$ cat config.mk
export PLATFORM = sky130hd
export DESIGN_NAME = sound_stim_seq
export DESIGN_NICKNAME = d
export VERILOG_FILES = /design/src/rtl/sound_stim_pkg.sv /design/src/rtl/sound_stim_ram.sv /design/src/rtl/sound_stim_seq.sv
export SDC_FILE = /design/constraint.sdc
export NUM_CORES = 1
export LEC_CHECK = 0
export CAP_MARGIN = 40
export CELL_PAD_IN_SITES_DETAIL_PLACEMENT = 2
export CELL_PAD_IN_SITES_GLOBAL_PLACEMENT = 2
export CORE_MARGIN = 10
export CORE_UTILIZATION = 35
export DETAILED_ROUTE_END_ITERATION = 7
export HOLD_SLACK_MARGIN = 0.1
export PLACE_DENSITY_LB_ADDON = 0.15
export RECOVER_POWER = 25
export SYNTH_ARGS = -nofsm -noshare
export SYNTH_HDL_FRONTEND = slang
export SYNTH_SLANG_ARGS = --single-unit
export TNS_END_PERCENT = 100
$ cat constraint.sdc
create_clock -name clk_cpu -period 7.6 [get_ports clk_cpu]
set_clock_uncertainty 0.15 [all_clocks]
set_input_delay 2.28 -clock clk_cpu [delete_from_list [all_inputs] [get_ports clk_cpu]]
set_output_delay 2.28 -clock clk_cpu [all_outputs]
set_load 0.005 [all_outputs]
$ cat src/rtl/sound_stim_pkg.sv
// sound_stim_pkg: shared states, entry layout helpers, idle levels and CRC for sound_stim_seq
package sound_stim_pkg;
    localparam logic [2:0] ST_IDLE  = 3'd0;
    localparam logic [2:0] ST_FETCH = 3'd1;
    localparam logic [2:0] ST_APPLY = 3'd2;
    localparam logic [2:0] ST_HOLD  = 3'd3;
    localparam logic [2:0] ST_GAPS  = 3'd4;
    localparam logic PB_IDLE = 1'b1;
    localparam logic HAND_IDLE = 1'b1;
    localparam logic [15:0] CRC_POLY = 16'h1021;
    localparam logic [15:0] CRC_INIT = 16'hFFFF;
    function automatic int chan_w(input int channels);
        return channels > 1 ? $clog2(channels) : 1;
    endfunction
    function automatic int pb_lsb(input int cw);
        return cw;
    endfunction
    function automatic int hand_bit(input int cw, input int pb_w);
        return cw + pb_w;
    endfunction
    function automatic int hold_lsb(input int cw, input int pb_w);
        return cw + pb_w + 1;
    endfunction
    function automatic int entry_w(input int cw, input int pb_w, input int hold_w);
        return cw + pb_w + 1 + hold_w;
    endfunction
    function automatic logic [15:0] crc16_byte(input logic [15:0] crc, input logic [7:0] b);
        logic [15:0] c;
        c = crc ^ {b, 8'h00};
        for (int k = 0; k < 8; k++) c = c[15] ? {c[14:0], 1'b0} ^ CRC_POLY : {c[14:0], 1'b0};
        return c;
    endfunction
endpackage

$ cat src/rtl/sound_stim_ram.sv
// sound_stim_ram: entry store, one write port and one synchronous read port
module sound_stim_ram #(
    parameter int DEPTH = 16,
    parameter int W = 25,
    localparam int AW = $clog2(DEPTH)
) (
    input  logic          clk_cpu,
    input  logic          wr_en,
    input  logic [AW-1:0] wr_addr,
    input  logic [W-1:0]  wr_data,
    input  logic [AW-1:0] rd_addr,
    output logic [W-1:0]  rd_data
);
    logic [W-1:0] mem [DEPTH];
    always_ff @(posedge clk_cpu) begin
        if (wr_en) mem[wr_addr] <= wr_data;
        rd_data <= mem[rd_addr];
    end
endmodule

$ cat src/rtl/sound_stim_seq.sv
// sound_stim_seq: PB/HAND stimulus sequencer; SOUND_STIM_CAPTURE_EN adds a CRC signature of dac_in
module sound_stim_seq
    import sound_stim_pkg::*;
#(
    parameter int CHANNELS = 2,
    parameter int PB_W = 6,
    parameter int DEPTH = 16,
    parameter int HOLD_W = 16,
    parameter int TICK_DIV = 894,
    parameter int GAP = 2,
    localparam int AW = $clog2(DEPTH),
    localparam int CW = chan_w(CHANNELS),
    localparam int EW = entry_w(CW, PB_W, HOLD_W)
) (
    input  logic                   clk_cpu,
    input  logic                   reset_n,
    input  logic                   wr_en,
    input  logic [AW-1:0]          wr_addr,
    input  logic [EW-1:0]          wr_data,
    input  logic                   start,
    input  logic                   stop,
    input  logic                   loop,
    input  logic [AW-1:0]          last_idx,
    output logic [CHANNELS*PB_W-1:0] PB_OUT,
    output logic [CHANNELS-1:0]    HAND_OUT,
    output logic                   busy,
    output logic                   done,
    output logic [AW-1:0]          cur_idx,
    input  logic [CHANNELS*8-1:0]  dac_in,
    output logic [15:0]            dac_sig
);
    localparam int PW = TICK_DIV > 1 ? $clog2(TICK_DIV) : 1;
    localparam int PB_LSB = pb_lsb(CW);
    localparam int HAND_BIT = hand_bit(CW, PB_W);
    localparam int HOLD_LSB = hold_lsb(CW, PB_W);
    logic [2:0] state;
    logic [PW-1:0] presc;
    logic [HOLD_W-1:0] cnt;
    logic [CW-1:0] chan;
    logic loop_r, tick;
    logic [EW-1:0] rd_data;
    logic [CW-1:0] e_chan;
    logic [PB_W-1:0] e_pb;
    logic e_hand;
    logic [HOLD_W-1:0] e_hold;
    sound_stim_ram #(.DEPTH(DEPTH), .W(EW)) u_ram (
        .clk_cpu (clk_cpu),
        .wr_en   (wr_en),
        .wr_addr (wr_addr),
        .wr_data (wr_data),
        .rd_addr (cur_idx),
        .rd_data (rd_data)
    );
    assign e_chan = rd_data[CW-1:0];
    assign e_pb = rd_data[PB_LSB +: PB_W];
    assign e_hand = rd_data[HAND_BIT];
    assign e_hold = rd_data[HOLD_LSB +: HOLD_W];
    assign tick = presc == PW'(TICK_DIV - 1);
    always_ff @(posedge clk_cpu) begin
        if (!reset_n) begin
            state <= ST_IDLE;
            presc <= '0;
            cnt <= '0;
            chan <= '0;
            loop_r <= 1'b0;
            busy <= 1'b0;
            done <= 1'b0;
            cur_idx <= '0;
            PB_OUT <= {CHANNELS*PB_W{PB_IDLE}};
            HAND_OUT <= {CHANNELS{HAND_IDLE}};
        end else begin
            done <= 1'b0;
            presc <= tick ? '0 : presc + PW'(1);
            if (stop) begin
                state <= ST_IDLE;
                busy <= 1'b0;
                PB_OUT <= {CHANNELS*PB_W{PB_IDLE}};
                HAND_OUT <= {CHANNELS{HAND_IDLE}};
            end else begin
                case (state)
                    ST_IDLE: if (start) begin
                        state <= ST_FETCH;
                        cur_idx <= '0;
                        busy <= 1'b1;
                        loop_r <= loop;
                        presc <= '0;
                    end
                    ST_FETCH: state <= ST_APPLY;
                    ST_APPLY: begin
                        // re-phase the prescaler so every hold/gap is a whole number of ticks
                        presc <= '0;
                        chan <= e_chan;
                        if (32'(e_chan) < CHANNELS) begin
                            PB_OUT[e_chan*PB_W +: PB_W] <= e_pb;
                            HAND_OUT[e_chan] <= e_hand;
                            cnt <= e_hold == '0 ? HOLD_W'(1) : e_hold;
                            state <= ST_HOLD;
                        end else begin
                            cnt <= HOLD_W'(GAP);
                            state <= ST_GAPS;
                        end
                    end
                    ST_HOLD: if (tick) begin
                        if (cnt <= HOLD_W'(1)) begin
                            PB_OUT[chan*PB_W +: PB_W] <= {PB_W{PB_IDLE}};
                            HAND_OUT[chan] <= HAND_IDLE;
                            cnt <= HOLD_W'(GAP);
                            state <= ST_GAPS;
                        end else cnt <= cnt - HOLD_W'(1);
                    end
                    ST_GAPS: if (cnt == '0 || (tick && cnt == HOLD_W'(1))) begin
                        if (cur_idx == last_idx && !loop_r) begin
                            state <= ST_IDLE;
                            busy <= 1'b0;
                            done <= 1'b1;
                        end else begin
                            cur_idx <= cur_idx == last_idx ? '0 : cur_idx + AW'(1);
                            state <= ST_FETCH;
                        end
                    end else if (tick) cnt <= cnt - HOLD_W'(1);
                    default: state <= ST_IDLE;
                endcase
            end
        end
    end
`ifdef SOUND_STIM_CAPTURE_EN
    logic [CHANNELS*8-1:0] dac_prev;
    logic [15:0] sig_next;
    always_comb begin
        sig_next = dac_sig;
        for (int i = 0; i < CHANNELS; i++)
            if (dac_in[i*8 +: 8] != dac_prev[i*8 +: 8])
                sig_next = crc16_byte(crc16_byte(sig_next, 8'(i)), dac_in[i*8 +: 8]);
    end
    always_ff @(posedge clk_cpu) begin
        if (!reset_n) begin
            dac_prev <= '0;
            dac_sig <= '0;
        end else begin
            dac_prev <= dac_in;
            if (state == ST_IDLE && start && !stop) dac_sig <= CRC_INIT;
            else if (busy) dac_sig <= sig_next;
        end
    end
`else
    logic unused_dac;
    assign unused_dac = ^dac_in;
    assign dac_sig = '0;
`endif
endmodule

Yosys cells after proc, flatten, opt, wreduce, memory -nomap -nowiden
Memory sizes are Yosys's and may differ from the RTL's. A register that Yosys moved wholly into a read port is not among the register bits.
Cells that the tools add are included.
{"block": "op_classes", "add_sub_neg": 5, "n_mul": 2, "order_cmp": 5, "eq_ne": 15, "shifts": 4, "n_mux": 41, "n_bitwise": 5, "n_reduce_logical": 21}
{"op": "$mux W16", "n": 5}
{"op": "$neg A4 Y34", "n": 2}
{"op": "$shift A6 B34 Y12 const A", "n": 2}
{"op": "$pmux W16 S3", "n": 1}
{"op": "$shiftx A6 B34 Y12", "n": 1}
{"op": "$shiftx A6 B34 Y12 const A", "n": 1}
{"op": "$logic_not A16 Y1", "n": 2}
{"op": "$mux W10", "n": 3}
{"op": "$bwmux W12", "n": 2}
{"op": "$mux W12", "n": 2}
{"op": "$pmux W12 S2", "n": 1}
{"op": "$pmux W10 S2", "n": 1}
{"op": "$eq A16 B1 Y1 const B", "n": 1}
{"op": "$le A16 B1 Y1 const B", "n": 1}
{"op": "$mux W4", "n": 4}
{"op": "$ne A2 B2 Y1 const B", "n": 8}
{"op": "$sub A16 B1 Y16 const B", "n": 1}
{"op": "$pmux W3 S5", "n": 1}
{"op": "$mux W3", "n": 4}
{"op": "$add A10 B1 Y10 const B", "n": 1}
{"op": "$eq A10 B10 Y1 const B", "n": 1}
{"op": "$reduce_and A5 Y1", "n": 2}
{"op": "$mux W1", "n": 9}
{"op": "$pmux W4 S2", "n": 1}
{"op": "26 further kinds", "n": 41}
{"block": "totals", "ff_bits": 51, "ram_bits": 384, "in_bits": 54, "out_inout_bits": 36, "wordCells": 109, "memories": 1}
{"name": "u_ram.mem", "depth": 16, "width": 24, "rd": 1, "rd_ports_with_merged_regs": 1, "wr": 1, "line": "sound_stim_ram.sv:14", "rtl": "logic [W-1:0] mem [DEPTH];"}

Logic depth before layout (Yosys ltp)
{"block": "depth", "depth_word": 8, "mapped_depth": 10, "depth_no_buf": 7}

By module
From an unflattened synthesis, not the netlist that was laid out.
{"block": "hier_totals", "cells_unflattened": 987, "area_unflattened_um2": 17819.6}
{"mod": "sound_stim_ram", "instances": 1, "cells_each": 636, "area_each_um2": 14930.6}
{"mod": "sound_stim_seq", "instances": 1, "cells_each": 351, "area_each_um2": 2889.0}

Worst setup path after synthesis
No wires, ideal clock.
{"block": "synth_timing", "path_type": "input -> register", "start": "input wr_addr[2]", "end": "memory u_ram.mem[0][0] (netlist name) (enable)", "arrival_ns": 4.462, "required_ns": 7.015, "path_slack_ns": 2.553, "cell_stages": 2, "path_cell_list": "or3b_2 > nor3_1"}
{"item": "from (decl)", "line": "sound_stim_seq.sv:18", "rtl": "input logic [AW-1:0] wr_addr,"}
{"item": "to (decl)", "line": "sound_stim_ram.sv:14"}
No word-level cell before the write port.

Worst setup path after layout
{"block": "layout_timing", "start": "register cur_idx[1]", "end": "output cur_idx[1]"}
{"item": "from (decl)", "line": "sound_stim_seq.sv:28", "rtl": "output logic [AW-1:0] cur_idx,"}
{"item": "from (signal assigned)", "line": "sound_stim_seq.sv:117", "rtl": "cur_idx <= cur_idx == last_idx ? '0 : cur_idx + AW'(1);"}
No word-level cell between the ends.

==> results.md <==
- Syn Inst Count: 927
- Die Area: 60,700 sq um
- Hold slack: 313 ps
- Commonest cells after routing, fill and taps aside: 384 x edfxtp_1, 120 x mux4_2, 71 x dfxtp_1
- Vias after detailed routing: 9,084
- Routed wire per std cell: 26.7 um
- Max-cap violation count: 0
- Min Tclk post-route: 4550 ps
- Pwr dens: 249 nW/um^2
- Starting Density: 35.6%
- DRT Pass-1 Iters: 4
- Outcome: complete, no violations
- PortBufs: 57
- Clk slew on worst S/H paths: 60 ps
- CTS H-tree depth: 2
- CTS Buffer Depth: 3
- Vias per cell: 5.24
- Synth top area share: 64.2%
- FP Rows: 82
- Root buffer cell: clkbuf_16
- Number of fill cells: 4,761
- Post-synth EDFFs: 384
- # nets final: 1,079
- Mapped Area: 18,000 sq um
- Hold Buf Count CTS: 0
- Critical path startpoint category: flop
- Leakage: 6.55 nW
- Largest cells by area after synthesis: edfxtp_1 64%, mux4_2 15%, dfxtp_1 8.4%
- Final setup viols: 0
- Least-Margin Pin Slew: 865 ps
- Critical path's top delay family: flip-flops
- Critical-path top delay cell: dfxtp_4
- #FFs+latches synth: 459
- Share of cells above drive strength 1: 24.4%
- Setup TNS: 0 ps
- CP Data Required Time: 5170 ps
- Multi-input logic area: 4700 sq um
- Worst Path Arrival: 2120 ps
- Die X-Extent: 246 um
- Resized cells post-CTS: 0
- Setup ws final: 3050 ps
- Vias in the first global route: 10,300
- Relative slew slack: 42.3%
- Crit path kind: reg -> out
- Placed Instances: 1,638
- Fin cells: 1,732
- Fin util: 41.8%
- Worst-skew pair later-pin latency: 590 ps
- ANT nets after route: 0
- DP HPWL: 26,900 um
- FMAX: 220 MHz
- Post-synth ARST share: 0%
- Post-Route WL: 46,300 um
- Peak supply drop: 0.000195 V
- Area post-placement: 19,500 sq um
- Pre-CTS worst setup slack: 2850 ps
- Min-delay worst type: reg -> reg
- DRC Markers: 0
- Pins Over Slew Limit: 0
- Largest net degree at the start of global routing: 53
- Antenna cells: 0
- Synth Area per Inst: 19.4 sq um
- Yosys cell types: 67
- Commonest non-fill, non-tap cell in the layout: edfxtp_1
- Cell accounting for the most synthesized area: edfxtp_1
- Layout area overhead: 17.7%
- RSZ-0062 raised after global routing: no
- CTS sink count: 459
- CTS Buf Count: 51
- CP Max Fanout: 51
- Post-CTS Setup Bufs: 0
- First-pass GRT wire length: 69,400 um
- Register area share after synthesis: 72.6%
- Final Power: 5.25 mW
- Initial antenna violation count: 5
- I/O pins: 90
- Die Span Y: 246 um
- Worst path max stage delay: 880 ps
- Nature of the critical path endpoint: output pin
- Synth warn: 0
- Cell Chain, Critical Path: clkdlybuf4s50_1
- Buf/Inv on CP: 1
- Gr usage total: 15.4%
- Final Cycle Share: 59.9%
- Cell area after layout: 21,100 sq um
- Grt total ovfl: 0
- Core ar.: 50,500 sq um
- First DRT Iteration DRCs: 538
- Routability congestion estimate: 0.708
- Synth Flop Type: edfxtp_1
- CTS tree: done
- Register Area: 13,000 sq um
- Final Hold Viols: 0
## cells in the mapped netlist (all sizes together) (3+ instances only)
cell	instances
and2	4
nor3b	3
a41oi	3
nand4	3
a211oi	15
nor2	52
ha	6
o32ai	12
clkbuf	23
nand3b	3
nand3	13
o21ai	6
and3	5
and4	4
inv	12
a32oi	5
or2	3
a221oi	3
nand2	30
a22oi	6
xnor2	11
buf	39
nor4	11
edfxtp	384
or3	4
nor3	11
nand2b	6
o32a	12
a21oi	9
mux4	120
dfxtp	75
## power breakdown
group / switching, mW / internal (mW)
Clock: 0.999 / 1.34
Sequential: 0.0148 / 2.77
Combinational: 0.0813 / 0.0426
## cell type report
cell class / instances / area share [%]
inverter: 13 / 0.231
multi-input combinational: 408 / 22.3
timing repair buffer: 86 / 4.25
sequential: 459 / 61.8
tap: 672 / 3.98
clock buffer: 67 / 6.52
clock inverter: 27 / 0.983
## cells by family after synthesis
logic type / synth area share [%]
and+or+nand+nor: 4.66
buffers and inverters: 2.12
other: 0.0209
xor gates and xnor gates: 0.634
DFF: 72.6
AOI/OAI and AO/OA: 4.38
muxes: 15.2
adders and majority gates: 0.418
## final timing paths
check             slack (ps)                    start                       end  depth (start not counted)
hold reg to reg          310      presc[0]$_SDFF_PN0_       presc[0]$_SDFF_PN0_                          1
setup reg to reg        4060  cur_idx[0]$_SDFFE_PN0P_  u_ram.rd_data[9]$_DFF_P_                          5
hold / removal           310      presc[0]$_SDFF_PN0_       presc[0]$_SDFF_PN0_                          1
setup / recovery        3050  cur_idx[1]$_SDFFE_PN0P_                cur_idx[1]                          1
## sequential cells by signal (all words and copies together), names as in the netlist
signal and cells:
u_ram.rd_data 24, loop_r 1, state 3, u_ram.mem 384, busy 1, PB_OUT 12
cnt 16, HAND_OUT 2, cur_idx 4, presc 10, done 1, chan 1
## metal layers
layer	GRT usage, %	up-vias	routed length [um]
li1	-	4004	-
met1	20.5	4850	20700
met2	25.6	162	22800
met3	2.67	68	1860
met4	4.31	0	940
met5	0	-	0
## worst reg2reg max path, stage by stage, from the launching register on
cell and delay (ps):
dfxtp_4 800, buf_4 390, buf_16 300, buf_4 600, mux4_2 610, mux4_2 540
Power figures use the tool's default switching activity.
